File: src/rtl/sc_bitstream_gen.sv
// sc_bitstream_gen
//   Binary-to-stochastic converter. A WIDTH-bit unsigned value is accepted
//   over a valid/ready handshake. The block then emits one bit per accepted
//   beat. Over one stream period, the number of ones in the stream equals
//   the value. Each bit is the result of (value_q > rng).
//   RNG_MODE=0 uses a bit-reversed counter as rng, giving a period of
//   2^WIDTH beats. RNG_MODE=1 uses a Fibonacci LFSR minus one as rng,
//   giving a period of 2^WIDTH-1 beats.
// Ports
//   clk, rst_n          clock (rising edge) and async active-low reset
//   in_valid/in_ready   input handshake; in_data is the value to encode
//   abort               synchronous; drops the current stream and returns to IDLE
//   out_ready           downstream accepts out_bit this cycle (0 = stall)
//   out_valid, out_bit  stochastic bit stream
//   out_last            final beat of the stream period
module sc_bitstream_gen #(
    parameter int              WIDTH    = 8,
    parameter int              RNG_MODE = 0,
    parameter logic [WIDTH-1:0] TAPS    = WIDTH'('hB8),
    parameter logic [WIDTH-1:0] SEED    = WIDTH'('h01)
) (
    input  logic             clk,
    input  logic             rst_n,
    input  logic             in_valid,
    output logic             in_ready,
    input  logic [WIDTH-1:0] in_data,
    input  logic             abort,
    input  logic             out_ready,
    output logic             out_valid,
    output logic             out_bit,
    output logic             out_last
);

    // Index of the final beat within one stream period.
    localparam logic [WIDTH-1:0] LAST = (RNG_MODE == 0) ? {WIDTH{1'b1}}
                                                        : {{(WIDTH-1){1'b1}}, 1'b0};

    typedef enum logic {IDLE, RUN} state_t;

    state_t           state_q, state_d;
    logic [WIDTH-1:0] value_q, value_d;
    logic [WIDTH-1:0] cnt_q;
    logic [WIDTH-1:0] rng;
    logic             origin;   // restart cnt and rng at the beginning of a period
    logic             step;     // advance cnt and rng by one beat

    // RNG source. It only moves with cnt, so a stalled beat keeps its bit.
    generate
        if (RNG_MODE == 0) begin : g_rev
            always_comb begin
                rng = '0;
                for (int i = 0; i < WIDTH; i++) rng[i] = cnt_q[WIDTH-1-i];
            end
        end else begin : g_lfsr
            logic [WIDTH-1:0] lfsr_q;
            always_ff @(posedge clk or negedge rst_n) begin
                if (!rst_n)      lfsr_q <= SEED;
                else if (origin) lfsr_q <= SEED;
                else if (step)   lfsr_q <= {lfsr_q[WIDTH-2:0], ^(lfsr_q & TAPS)};
            end
            // The LFSR spans 1..2^W-1, so rng spans 0..2^W-2.
            assign rng = lfsr_q - WIDTH'(1);
        end
    endgenerate

    always_comb begin
        state_d   = state_q;
        value_d   = value_q;
        origin    = 1'b0;
        step      = 1'b0;
        out_valid = (state_q == RUN);
        out_last  = out_valid && (cnt_q == LAST);
        out_bit   = out_valid && (value_q > rng);
        in_ready  = !abort && ((state_q == IDLE) || (out_last && out_ready));

        if (abort) begin
            state_d = IDLE;
            origin  = 1'b1;
        end else if (in_valid && in_ready) begin
            // A reload on the final beat goes straight into the next period
            // with no idle cycle.
            value_d = in_data;
            origin  = 1'b1;
            state_d = RUN;
        end else if (out_valid && out_ready) begin
            if (out_last) begin
                state_d = IDLE;
                origin  = 1'b1;
            end else begin
                step = 1'b1;
            end
        end
    end

    always_ff @(posedge clk or negedge rst_n) begin
        if (!rst_n) begin
            state_q <= IDLE;
            value_q <= '0;
            cnt_q   <= '0;
        end else begin
            state_q <= state_d;
            value_q <= value_d;
            if (origin)    cnt_q <= '0;
            else if (step) cnt_q <= cnt_q + WIDTH'(1);
        end
    end

endmodule

File: config.mk
export PLATFORM = sky130hd
export DESIGN_NAME = sc_bitstream_gen
export DESIGN_NICKNAME = d
export VERILOG_FILES = /design/src/rtl/sc_bitstream_gen.sv
export SDC_FILE = /design/constraint.sdc
export NUM_CORES = 1
export LEC_CHECK = 0
export ABC_CLOCK_PERIOD_IN_PS = 1850
export BUFFER_PORTS_ARGS = -buffer_cell sky130_fd_sc_hd__buf_2
export CORE_ASPECT_RATIO = 0.9
export CORE_MARGIN = 2
export CORE_UTILIZATION = 49
export DETAILED_ROUTE_END_ITERATION = 6
export MAX_ROUTING_LAYER = met4
export PLACE_DENSITY = 0.8
export SYNTH_ARGS = -nofsm -noshare
export SYNTH_HDL_FRONTEND = slang
export SYNTH_SLANG_ARGS = --single-unit
File: constraint.sdc
create_clock -name clk -period 1.85 [get_ports clk]
set_clock_uncertainty 0.1 [all_clocks]
set_input_delay 0.0925 -clock clk [delete_from_list [all_inputs] [get_ports clk]]
set_output_delay 0.0925 -clock clk [all_outputs]
set_load 0.01 [all_outputs]
==> results.env, run 1 <==
CLOCK_LATENCY_NS=0.29
SYN-CELL-AREA_UM2=1015
LAYOUT.CELLS.MOST_COMMON_LIST='buf_4, dfrtp_1, buf_2, dlygate4sd3_1, nor2_1'
CP.BUFFERS_INVERTERS=2
FLOORPLAN.DIE_AREA_UM2=2451
GLOBALROUTEOVERFLOWTOTAL=0
CRITICAL_PATH_ARRIVAL_NS=1.96
ANTENNA-DIODE-COUNT=0
CHIPHEIGHT_UM=47.17
POSTPLACECELLAREA_UM2=1236
CRITICAL_PATH.CELL_CHAIN='buf_4 -> ha_4 -> and4_4 -> a31oi_4 -> nor3b_4 -> buf_12 -> mux2_2'
CP_SLOWEST_STAGE_DELAY_NS=0.36
AVGROUTEDWIREPERCELL_UM=15.26
WORST_SLACK_NS=-0.03983
NFILLCELLS=117
CRITPATHCAPTURETYPE='flip-flop'
DPL.HPWL_UM=1559
CRITICAL_PATH.SLOWEST_CELL='dfrtp_1'
MAX-CLOCK-PATH-BUFFERS=2
STARTPOINT_TYPE='flip-flop'
GLOBAL_ROUTE_WIRE_LENGTH_BEFORE_REPAIR_UM=4257
WORST_SETUP_PATH_STARTPOINT='cnt_q[1]$_DFFE_PN0P_'
ROW_COUNT=15
WORST_HOLD_SLACK_NS=0.1487
MAXSLEWVIOLCOUNT=0
MULTI_INPUT_AREA_UM2=645.6
TIMING.FINAL.CRIT_PERIOD_NS=1.890
DESIGN_POWER_TOTAL_mW=0.9048
GRT_SETUP_UNREPAIRED='true'
PIN_COUNT_OF_THE_BIGGEST_NET_ENTERING_GLOBAL_ROUTING=18
DETAILROUTE.VIA_COUNT=980
DRIVE_GT1_SHARE_PCT=46.05
VIAS_PER_CELL=5.537
LEAKAGEPOWER_nW=0.6803
FIRST_GLOBAL_VIAS=994
DESIGN_AREA_UM2=1555
OUTCOME='finished, violations left'
DRT_ITER0_MARKERS=25
GLOBALROUTETOTALUTIL_PCT=25.61
TIMING.CRITICAL_PATH.MAX_DELAY_FAMILY='simple AND/OR/NAND/NOR gates'
YS_ASYNC_SR_FRACTION_PCT=100.0
TIMING.SETUP.CRITICAL_PATH_CLASS='flip-flop to flip-flop'
FIN_SETUP_TNS_NS=-0.2427
SLEW_AT_THE_PIN_CLOSEST_TO_ITS_MAX_SLEW_LIMIT_NS=0.5045
ANTENNA_LEFT=0
YOSYS_REGISTER_BITS=17
R2R-START='cnt_q[1]$_DFFE_PN0P_'
CTS_ROOT_BUF='clkbuf_4'
POSTSYNTHCELLCOUNT=99
VDD.IR_DROP.WORST_V=0.0005781
VIOLATIONS='negative setup slack'
WORSTPATHREQUIRED_NS=1.92
SYNTH-EDFF-COUNT=0
POSTLAYOUTCOREUTIL_PCT=80.45
LAYOUT_COMMONEST_CELL='buf_4'
DIE_X_UM=51.97
REL_SLEW_SLACK_PCT=66.11
YS.WARNINGS.COUNT=0
BOUNDARYPINS=17
HOLD_VIOL_FINAL=0
TOP_FF_CELL_SYNTH='dfrtp_1'
CP_MAX_FO=8
DRT-PASS1-ITER-COUNT=4
SYN-NUM-NETS=121
CTS_HTREE_LEVELS=1
SYN2LAYOUT_AREA_GROWTH_PCT=53.27
YOSYSSEQAREASHARE_PCT=41.92
INITIAL_CORE_UTIL_PCT=52.49
FINAL-SEQ-AREA_UM2=425.4
WORSTHOLDPATHTYPE='input pin to asynchronous set/reset pin'
PLACE.GP.CONGESTION=0.8390
INITIAL_ANTENNA_VIOLATION_COUNT=0
PERIOD_SHARE_PCT=102.2
YS_TYPES=26
FINAL_LAYOUT_NET_COUNT=175
SYNTH.AVG_CELL_AREA_UM2=10.25
IO_BUFFERS=16
PWR_DENSITY_CELL_nW_PER_UM2=581.8
CTS.SINK_COUNT=17
DRV_CAP=0
FMAXACHIEVABLE_GHz=0.5291
CLOCK_INPUT_TRANSITION_AT_THE_SEQUENTIAL_CELLS_OF_THE_WORST_SETUP_AND_HOLD_PATHS_NS=0.09
ROUTE.FINAL.WIRE_LENGTH_UM=2701
CTS_INSERTED_BUFFERS=3
DRC=0
FINALSETUPVIOLATIONS=9
CTS_TREE='yes'
CORE_UM2=1933
## cell usage after synthesis, types with 2 or more instances
cell | n | area, µm²
nand2_1 | 5 | 18.77
nand3_1 | 4 | 20.02
mux2_2 | 8 | 90.09
o31ai_1 | 2 | 15.01
and4_1 | 3 | 26.28
nor2_1 | 10 | 37.54
ha_1 | 9 | 112.6
a21oi_1 | 6 | 30.03
dfrtp_1 | 17 | 425.4
xnor2_1 | 3 | 26.28
inv_1 | 10 | 37.54
nor2b_1 | 2 | 12.51
a31oi_1 | 2 | 12.51
a211oi_1 | 4 | 30.03
o21ai_0 | 3 | 15.01
## layer usage
metal	vias up	wire length (µm)	part of all wire [%]	global-route usage [%]
li1	465	-	-	-
met1	473	1032	38	26.65
met2	34	1455	54	46.58
met3	8	152	5.6	6.369
met4	0	60	2.2	11.05
met5	-	0	0	-
## power breakdown
part	switching, mW	internal, mW	total [mW]	leakage, nW
clock network	0.106	0.0839	0.190	0.0150
registers	0.0304	0.408	0.438	0.218
logic	0.120	0.157	0.277	0.447
total	0.256	0.649	0.905	0.680
## per-stage QoR
stage	setup slack, ns	instances
final	-0.03983	177
after global routing	-0.1325	177
after CTS	-0.001031	176
after detailed placement	0.02501	151
after global placement	0.06508	151
after floorplan	-0.01233	99
## area by class of cell
type,instances,area share (%)
clock buffer,4,1.689
inverter,10,2.574
multi-input combinational,71,41.51
sequential,17,27.35
tap,25,2.011
timing repair buffer,50,24.86
## state kept, by name (all words and copies together) (netlist names)
| register | flops |
|---|---|
| cnt_q | 8 |
| value_q | 8 |
| out_valid | 1 |
## repair_timing
| item | 4_1_cts | 5_1_grt |
|---|---|---|
| hold buffers | 11 | 0 |
| setup endpoints to repair | 1 | 11 |
| hold endpoints to repair | 26 | 0 |
| pin swaps | 11 | 5 |
| resized for setup | 18 | 5 |
| buffers inserted | 11 | 1 |
## worst paths after layout
kind | to | slack [ns] | cells past startpoint
max in group asynchronous | cnt_q[4]$_DFFE_PN0P_ | 1.21 | 2
worst min-delay path | value_q[0]$_DFFE_PN0P_ | 0.15 | 2
worst max register to register | value_q[6]$_DFFE_PN0P_ | -0.04 | 7
worst min register to register | value_q[0]$_DFFE_PN0P_ | 0.42 | 1
min in group clk | cnt_q[6]$_DFFE_PN0P_ | 0.22 | 3
worst max-delay path | value_q[6]$_DFFE_PN0P_ | -0.04 | 7
## cells by family after synthesis
group	Yosys count	share of synthesized area, %
and+or+nand+nor	29	15.54
muxes	9	9.865
AOI/OAI and AO/OA	21	14.55
adders and majority gates	9	11.10
DFF	17	41.92
buffers and inverters	11	4.440
xor gates and xnor gates	3	2.590
(Power assumes the default switching activity.)
==> inputs of run 2 (changes only) <==
ABC_CLOCK_PERIOD_IN_PS = 2400   (was 1850)
CORE_UTILIZATION = 58   (was 49)
PLACE_DENSITY = 0.88   (was 0.8)
clock period = 2.4 ns   (was 1.85 ns; I/O delays follow)
==> results.env, run 2 (synthesis gave the netlist of run 1 again) <==
OUTCOME='finished, final reports clean'
DIE_X_UM=48.09  # -7.5%
ANTENNA_LEFT=0  # unchanged
CRITPATHCAPTURETYPE='flip-flop'
STARTPOINT_TYPE='flip-flop'
CTS_TREE='yes'
CTS_HTREE_LEVELS=1  # unchanged
SYN2LAYOUT_AREA_GROWTH_PCT=24.29
DRIVE_GT1_SHARE_PCT=23.08  # -23 points
INITIAL_ANTENNA_VIOLATION_COUNT=0  # unchanged
GLOBAL_ROUTE_WIRE_LENGTH_BEFORE_REPAIR_UM=3574  # -16%
FLOORPLAN.DIE_AREA_UM2=2101  # -14%
INITIAL_CORE_UTIL_PCT=60.98  # +8.5 points
CTS.SINK_COUNT=17  # unchanged
CHIPHEIGHT_UM=43.68  # -7.4%
POSTLAYOUTCOREUTIL_PCT=75.79  # -4.7 points
NFILLCELLS=119  # +1.7%
FIRST_GLOBAL_VIAS=829  # -17%
PERIOD_SHARE_PCT=91.48  # -11 points
CRITICAL_PATH.SLOWEST_CELL='nor3b_4'
HOLD_VIOL_FINAL=0  # unchanged
MAXSLEWVIOLCOUNT=0  # unchanged
GLOBALROUTETOTALUTIL_PCT=26.11  # +0.50 points
TIMING.CRITICAL_PATH.MAX_DELAY_FAMILY='simple AND/OR/NAND/NOR gates'
CP_SLOWEST_STAGE_DELAY_NS=0.43  # +0.07 ns
CLOCK_INPUT_TRANSITION_AT_THE_SEQUENTIAL_CELLS_OF_THE_WORST_SETUP_AND_HOLD_PATHS_NS=0.10  # about the same
CRITICAL_PATH.CELL_CHAIN='ha_1 -> and4_1 -> a31oi_4 -> nor3b_4 -> mux2_2'
ROW_COUNT=14  # -1
PIN_COUNT_OF_THE_BIGGEST_NET_ENTERING_GLOBAL_ROUTING=18  # unchanged
GRT_SETUP_UNREPAIRED='false'
VDD.IR_DROP.WORST_V=0.0004346  # -25%
CORE_UM2=1664  # -14%
CLOCK_LATENCY_NS=0.30  # about the same
CP_MAX_FO=8  # unchanged
WORSTHOLDPATHTYPE='input pin to asynchronous set/reset pin'
FINAL-SEQ-AREA_UM2=425.4  # unchanged
MULTI_INPUT_AREA_UM2=544.3  # -16%
FMAXACHIEVABLE_GHz=0.4555  # -14%
CRITICAL_PATH_ARRIVAL_NS=2.28  # +0.32 ns
CTS_ROOT_BUF='clkbuf_4'
MAX-CLOCK-PATH-BUFFERS=2  # unchanged
PLACE.GP.CONGESTION=0.8710  # +3.8%
CP.BUFFERS_INVERTERS=0  # -2
DETAILROUTE.VIA_COUNT=849  # -13%
TIMING.FINAL.CRIT_PERIOD_NS=2.195  # +0.3056 ns
DRC=0  # unchanged
VIAS_PER_CELL=5.513  # -0.43%
FIN_SETUP_TNS_NS=0  # +0.2427 ns
IO_BUFFERS=16  # unchanged
REL_SLEW_SLACK_PCT=67.89  # +1.8 points
CTS_INSERTED_BUFFERS=3  # unchanged
GLOBALROUTEOVERFLOWTOTAL=0  # unchanged
DESIGN_POWER_TOTAL_mW=0.6447  # -29%
PWR_DENSITY_CELL_nW_PER_UM2=511.2  # -12%
BOUNDARYPINS=17  # unchanged
LEAKAGEPOWER_nW=0.5438  # -20%
DRT-PASS1-ITER-COUNT=4  # unchanged
ROUTE.FINAL.WIRE_LENGTH_UM=2158  # -20%
DRT_ITER0_MARKERS=19  # -24%
DRV_CAP=0  # unchanged
LAYOUT_COMMONEST_CELL='dfrtp_1'
TIMING.SETUP.CRITICAL_PATH_CLASS='flip-flop to flip-flop'
DPL.HPWL_UM=1569  # +0.63%
LAYOUT.CELLS.MOST_COMMON_LIST='dfrtp_1, buf_2, dlygate4sd3_1, inv_1, nor2_1'
ANTENNA-DIODE-COUNT=0  # unchanged
WORSTPATHREQUIRED_NS=2.49  # +0.57 ns
FINAL_LAYOUT_NET_COUNT=153  # -13%
AVGROUTEDWIREPERCELL_UM=14.01  # -8.2%
CTS_REPAIR_RESIZE_COUNT=0  # -18
SLEW_AT_THE_PIN_CLOSEST_TO_ITS_MAX_SLEW_LIMIT_NS=0.4787  # -0.02582 ns
FINALSETUPVIOLATIONS=0  # -9
## run 2: cell type report
| type | count | area share, % |
|---|---|---|
| repair buffers | 28 | 15.67 |
| well taps | 24 | 2.381 |
| clock buffers | 4 | 2.083 |
| multi-input cells | 71 | 43.15 |
| flip-flops and latches | 17 | 33.73 |
| inverters | 10 | 2.976 |
## run 2: power by group
| group | leakage [nW] | internal [mW] | total [mW] | switching (mW) |
|---|---|---|---|---|
| clock network | 0.0150 | 0.0649 | 0.157 | 0.0917 |
| registers | 0.218 | 0.314 | 0.335 | 0.0208 |
| logic | 0.311 | 0.0806 | 0.153 | 0.0722 |
## run 2: metrics by stage
step	setup WS (ns)	hold slack [ns]	instances	instance area [µm²]
2_1_floorplan	0.4461	-0.2756	99	1015
3_3_place_gp	0.3068	-0.04527	139	1125
3_5_place_dp	0.2295	-0.03068	139	1125
4_1_cts	0.2070	0.1773	154	1261
5_1_grt	0.1151	0.2120	154	1261
6_report	0.2046	0.1573	154	1261
## run 2: path summary, 6_finish.rpt
kind	from	endpoint	slack [ns]	depth (start not counted)
min in group clk	out_ready	cnt_q[4]$_DFFE_PN0P_	0.23	4
worst max-delay path	cnt_q[0]$_DFFE_PN0P_	value_q[2]$_DFFE_PN0P_	0.20	5
worst min-delay path	rst_n	cnt_q[4]$_DFFE_PN0P_	0.16	2
worst max register to register	cnt_q[0]$_DFFE_PN0P_	value_q[2]$_DFFE_PN0P_	0.20	5
max in group asynchronous	rst_n	value_q[1]$_DFFE_PN0P_	1.77	2
worst min register to register	value_q[6]$_DFFE_PN0P_	value_q[6]$_DFFE_PN0P_	0.42	1
## run 2: per-layer routing
metal,part of all wire (%),vias up,track usage [%]
met3,4.0,5,5.833
met5,0,-,-
met4,2.1,0,13.51
met1,45,398,30.65
met2,49,24,40.80
li1,-,422,-
## run 2: timing repair
| action | in CTS | in global routing |
|---|---|---|
| hold buffers | 11 | 0 |
| hold endpoints to repair | 26 | 0 |
| setup buffers | 0 | 0 |
==> inputs of run 3 (changes only) <==
CORE_UTILIZATION = 55   (was 58)
PLACE_DENSITY = 0.84   (was 0.88)
==> results.env, run 3 (synthesis gave the netlist of run 1 again) <==
OUTCOME='finished, final reports clean'
POST_CTS_BUFFERS=0  # unchanged
FLOORPLAN.DIE_AREA_UM2=2205  # +5.0%
DPL.HPWL_UM=1568  # about the same
DRT-PASS1-ITER-COUNT=4  # unchanged
IO_BUFFERS=16  # unchanged
TIMING.SETUP.CRITICAL_PATH_CLASS='flip-flop to flip-flop'
PRE_CTS_WS_NS=0.2170  # -0.01251 ns
LEAKAGEPOWER_nW=0.5434  # about the same
MAX-CLOCK-PATH-BUFFERS=2  # unchanged
POWER_SWITCHING_SHARE_PCT=28.52  # -0.14 points
ANTENNA-DIODE-COUNT=0  # unchanged
DRT_ITER0_MARKERS=14  # -5
DESIGN_POWER_TOTAL_mW=0.6456  # +0.13%
CHIPHEIGHT_UM=44.75  # +2.4%
FINALSETUPVIOLATIONS=0  # unchanged
WORST_SLACK_NS=0.1935  # -0.01108 ns
TIMING.FINAL.CRIT_PERIOD_NS=2.206  # +0.01108 ns
BOUNDARYPINS=17  # unchanged
SEQ_POWER_SHARE_PCT=51.5  # -0.5 points
REG2REG_SETUP_SLACK_NS=0.19  # about the same
CRITICAL_PATH_ARRIVAL_NS=2.29  # about the same
NET_SWITCHING_POWER_OF_THE_DESIGN_mW=0.1841  # -0.35%
POWER_REPORT.INTERNAL_TOTAL_mW=0.4614  # +0.32%
LAYOUT_COMMONEST_CELL='dfrtp_1'
FINAL_LAYOUT_NET_COUNT=153  # unchanged
VIAS_PER_CELL=5.779  # +4.8%
CTS_INSERTED_BUFFERS=3  # unchanged
CLOCK_LATENCY_NS=0.29  # about the same
PIN_COUNT_OF_THE_BIGGEST_NET_ENTERING_GLOBAL_ROUTING=18  # unchanged
COMB_POWER_SHARE_PCT=24.1  # +0.4 points
DRC=0  # unchanged
STARTPOINT_TYPE='flip-flop'
FMAXACHIEVABLE_GHz=0.4532  # -0.50%
HOLD_VIOL_FINAL=0  # unchanged
DIE_X_UM=49.28  # +2.5%
REL_SLEW_SLACK_PCT=69.92  # +2.0 points
MAXSLEWVIOLCOUNT=0  # unchanged
SLEW_AT_THE_PIN_CLOSEST_TO_ITS_MAX_SLEW_LIMIT_NS=0.4507  # -0.02795 ns
INITIAL_ANTENNA_VIOLATION_COUNT=0  # unchanged
CTS_TREE='yes'
VDD.IR_DROP.WORST_V=0.0003839  # -12%
WORST_HOLD_SLACK_NS=0.2037  # +0.04638 ns
ANTENNA_LEFT=0  # unchanged
FF2FF_PATH_DEPTH=5  # unchanged
ROUTE.FINAL.WIRE_LENGTH_UM=2278  # +5.6%
WORSTHOLDPATHTYPE='input pin to asynchronous set/reset pin'
GLOBAL_ROUTE_WIRE_LENGTH_BEFORE_REPAIR_UM=3905  # +9.3%
LAYOUT.CELLS.MOST_COMMON_LIST='dfrtp_1, buf_2, dlygate4sd3_1, inv_1, nor2_1'
PWR_DENSITY_CELL_nW_PER_UM2=511.9  # +0.13%
PLACE.GP.CONGESTION=0.8701  # -0.10%
CP_MAX_FO=8  # unchanged
FIN_SETUP_TNS_NS=0  # unchanged
DETAILROUTE.VIA_COUNT=890  # +4.8%
R2R-START='cnt_q[0]$_DFFE_PN0P_'
CORE_UM2=1699  # +2.1%
CRITICAL_PATH.SLOWEST_CELL='dfrtp_1'
WORSTPATHREQUIRED_NS=2.49  # about the same
FIRST_GLOBAL_VIAS=882  # +6.4%
AVGROUTEDWIREPERCELL_UM=14.79  # +5.6%
ROW_COUNT=14  # unchanged
INITIAL_CORE_UTIL_PCT=59.72  # -1.3 points
CTS_ROOT_BUF='clkbuf_4'
CRITICAL_PATH.CELL_CHAIN='ha_1 -> and4_1 -> a31oi_4 -> nor3b_4 -> mux2_2'
SYN2LAYOUT_AREA_GROWTH_PCT=24.29  # unchanged
GRT_SETUP_UNREPAIRED='false'
CLOCK_INPUT_TRANSITION_AT_THE_SEQUENTIAL_CELLS_OF_THE_WORST_SETUP_AND_HOLD_PATHS_NS=0.10  # about the same
GLOBALROUTEOVERFLOWTOTAL=0  # unchanged
CRITPATHCAPTURETYPE='flip-flop'
CTS_HTREE_LEVELS=1  # unchanged
R2R-END='value_q[3]$_DFFE_PN0P_'
CP_SLOWEST_STAGE_DELAY_NS=0.43  # about the same
GLOBALROUTETOTALUTIL_PCT=25.31  # -0.80 points
PERIOD_SHARE_PCT=91.94  # +0.46 points
DRV_CAP=0  # unchanged
DRIVE_GT1_SHARE_PCT=23.08  # unchanged
CLOCK_POWER_SHARE_PCT=24.3  # about the same
CTS.SINK_COUNT=17  # unchanged
## run 3: worst max-delay path: cells and delay by family (launching register included)
family	cells	cell delay (ns)
AO/OA/AOI/OAI	1	0.13
adder cells (fa/ha/maj)	1	0.26
flip-flops	1	0.43
multiplexers	1	0.39
AND/OR/NAND/NOR	2	0.77
## run 3: per-stage QoR
step | utilization [%] | instance area (µm²) | instances
floorplan | - | 1015 | 99
global placement | 66.20 | 1125 | 139
detailed placement | 66.20 | 1125 | 139
CTS | 74.23 | 1261 | 154
global route | 74.23 | 1261 | 154
finish | 74.23 | 1261 | 154
## run 3: worst max-delay path by stage
stage	start	endpoint	slack, ns	cells after the start
2_1_floorplan	cnt_q[0]$_DFFE_PN0P_	value_q[0]$_DFFE_PN0P_	0.45	5
3_3_place_gp	cnt_q[0]$_DFFE_PN0P_	value_q[5]$_DFFE_PN0P_	0.31	5
3_5_place_dp	cnt_q[0]$_DFFE_PN0P_	value_q[3]$_DFFE_PN0P_	0.22	5
4_1_cts	cnt_q[0]$_DFFE_PN0P_	value_q[3]$_DFFE_PN0P_	0.20	5
5_1_grt	cnt_q[0]$_DFFE_PN0P_	value_q[5]$_DFFE_PN0P_	0.04	5
6_report	cnt_q[0]$_DFFE_PN0P_	value_q[3]$_DFFE_PN0P_	0.19	5
## run 3: final cells by class
cell class,count,area (µm²)
Timing Repair Buffer,28,197.7
Tap cell,24,30.03
Inverter,10,37.54
Clock buffer,4,26.28
Sequential cell,17,425.4
Multi-Input combinational cell,71,544.3
Fill cell,137,437.9
## run 3: power by group through the flow
stage               logic, mW  clock network, mW  registers, mW
global route            0.177              0.168          0.336
CTS                     0.153              0.160          0.333
finish                  0.156              0.157          0.333
global placement        0.128                  0          0.336
detailed placement      0.138                  0          0.338
floorplan              0.0918                  0          0.334
## run 3: per-layer routing
| metal | up-vias | track usage [%] | share of wire [%] |
|---|---|---|---|
| li1 | 423 | - | - |
| met1 | 426 | 28.42 | 43 |
| met3 | 6 | 4.636 | 4.2 |
| met5 | - | - | 0 |
| met4 | 0 | 14.86 | 1.2 |
| met2 | 35 | 43.24 | 52 |
## run 3: repair_timing
action,in CTS,in global routing
setup endpoints to repair,0,0
gates resized for setup,0,0
hold endpoints to repair,26,0
hold buffers,11,0
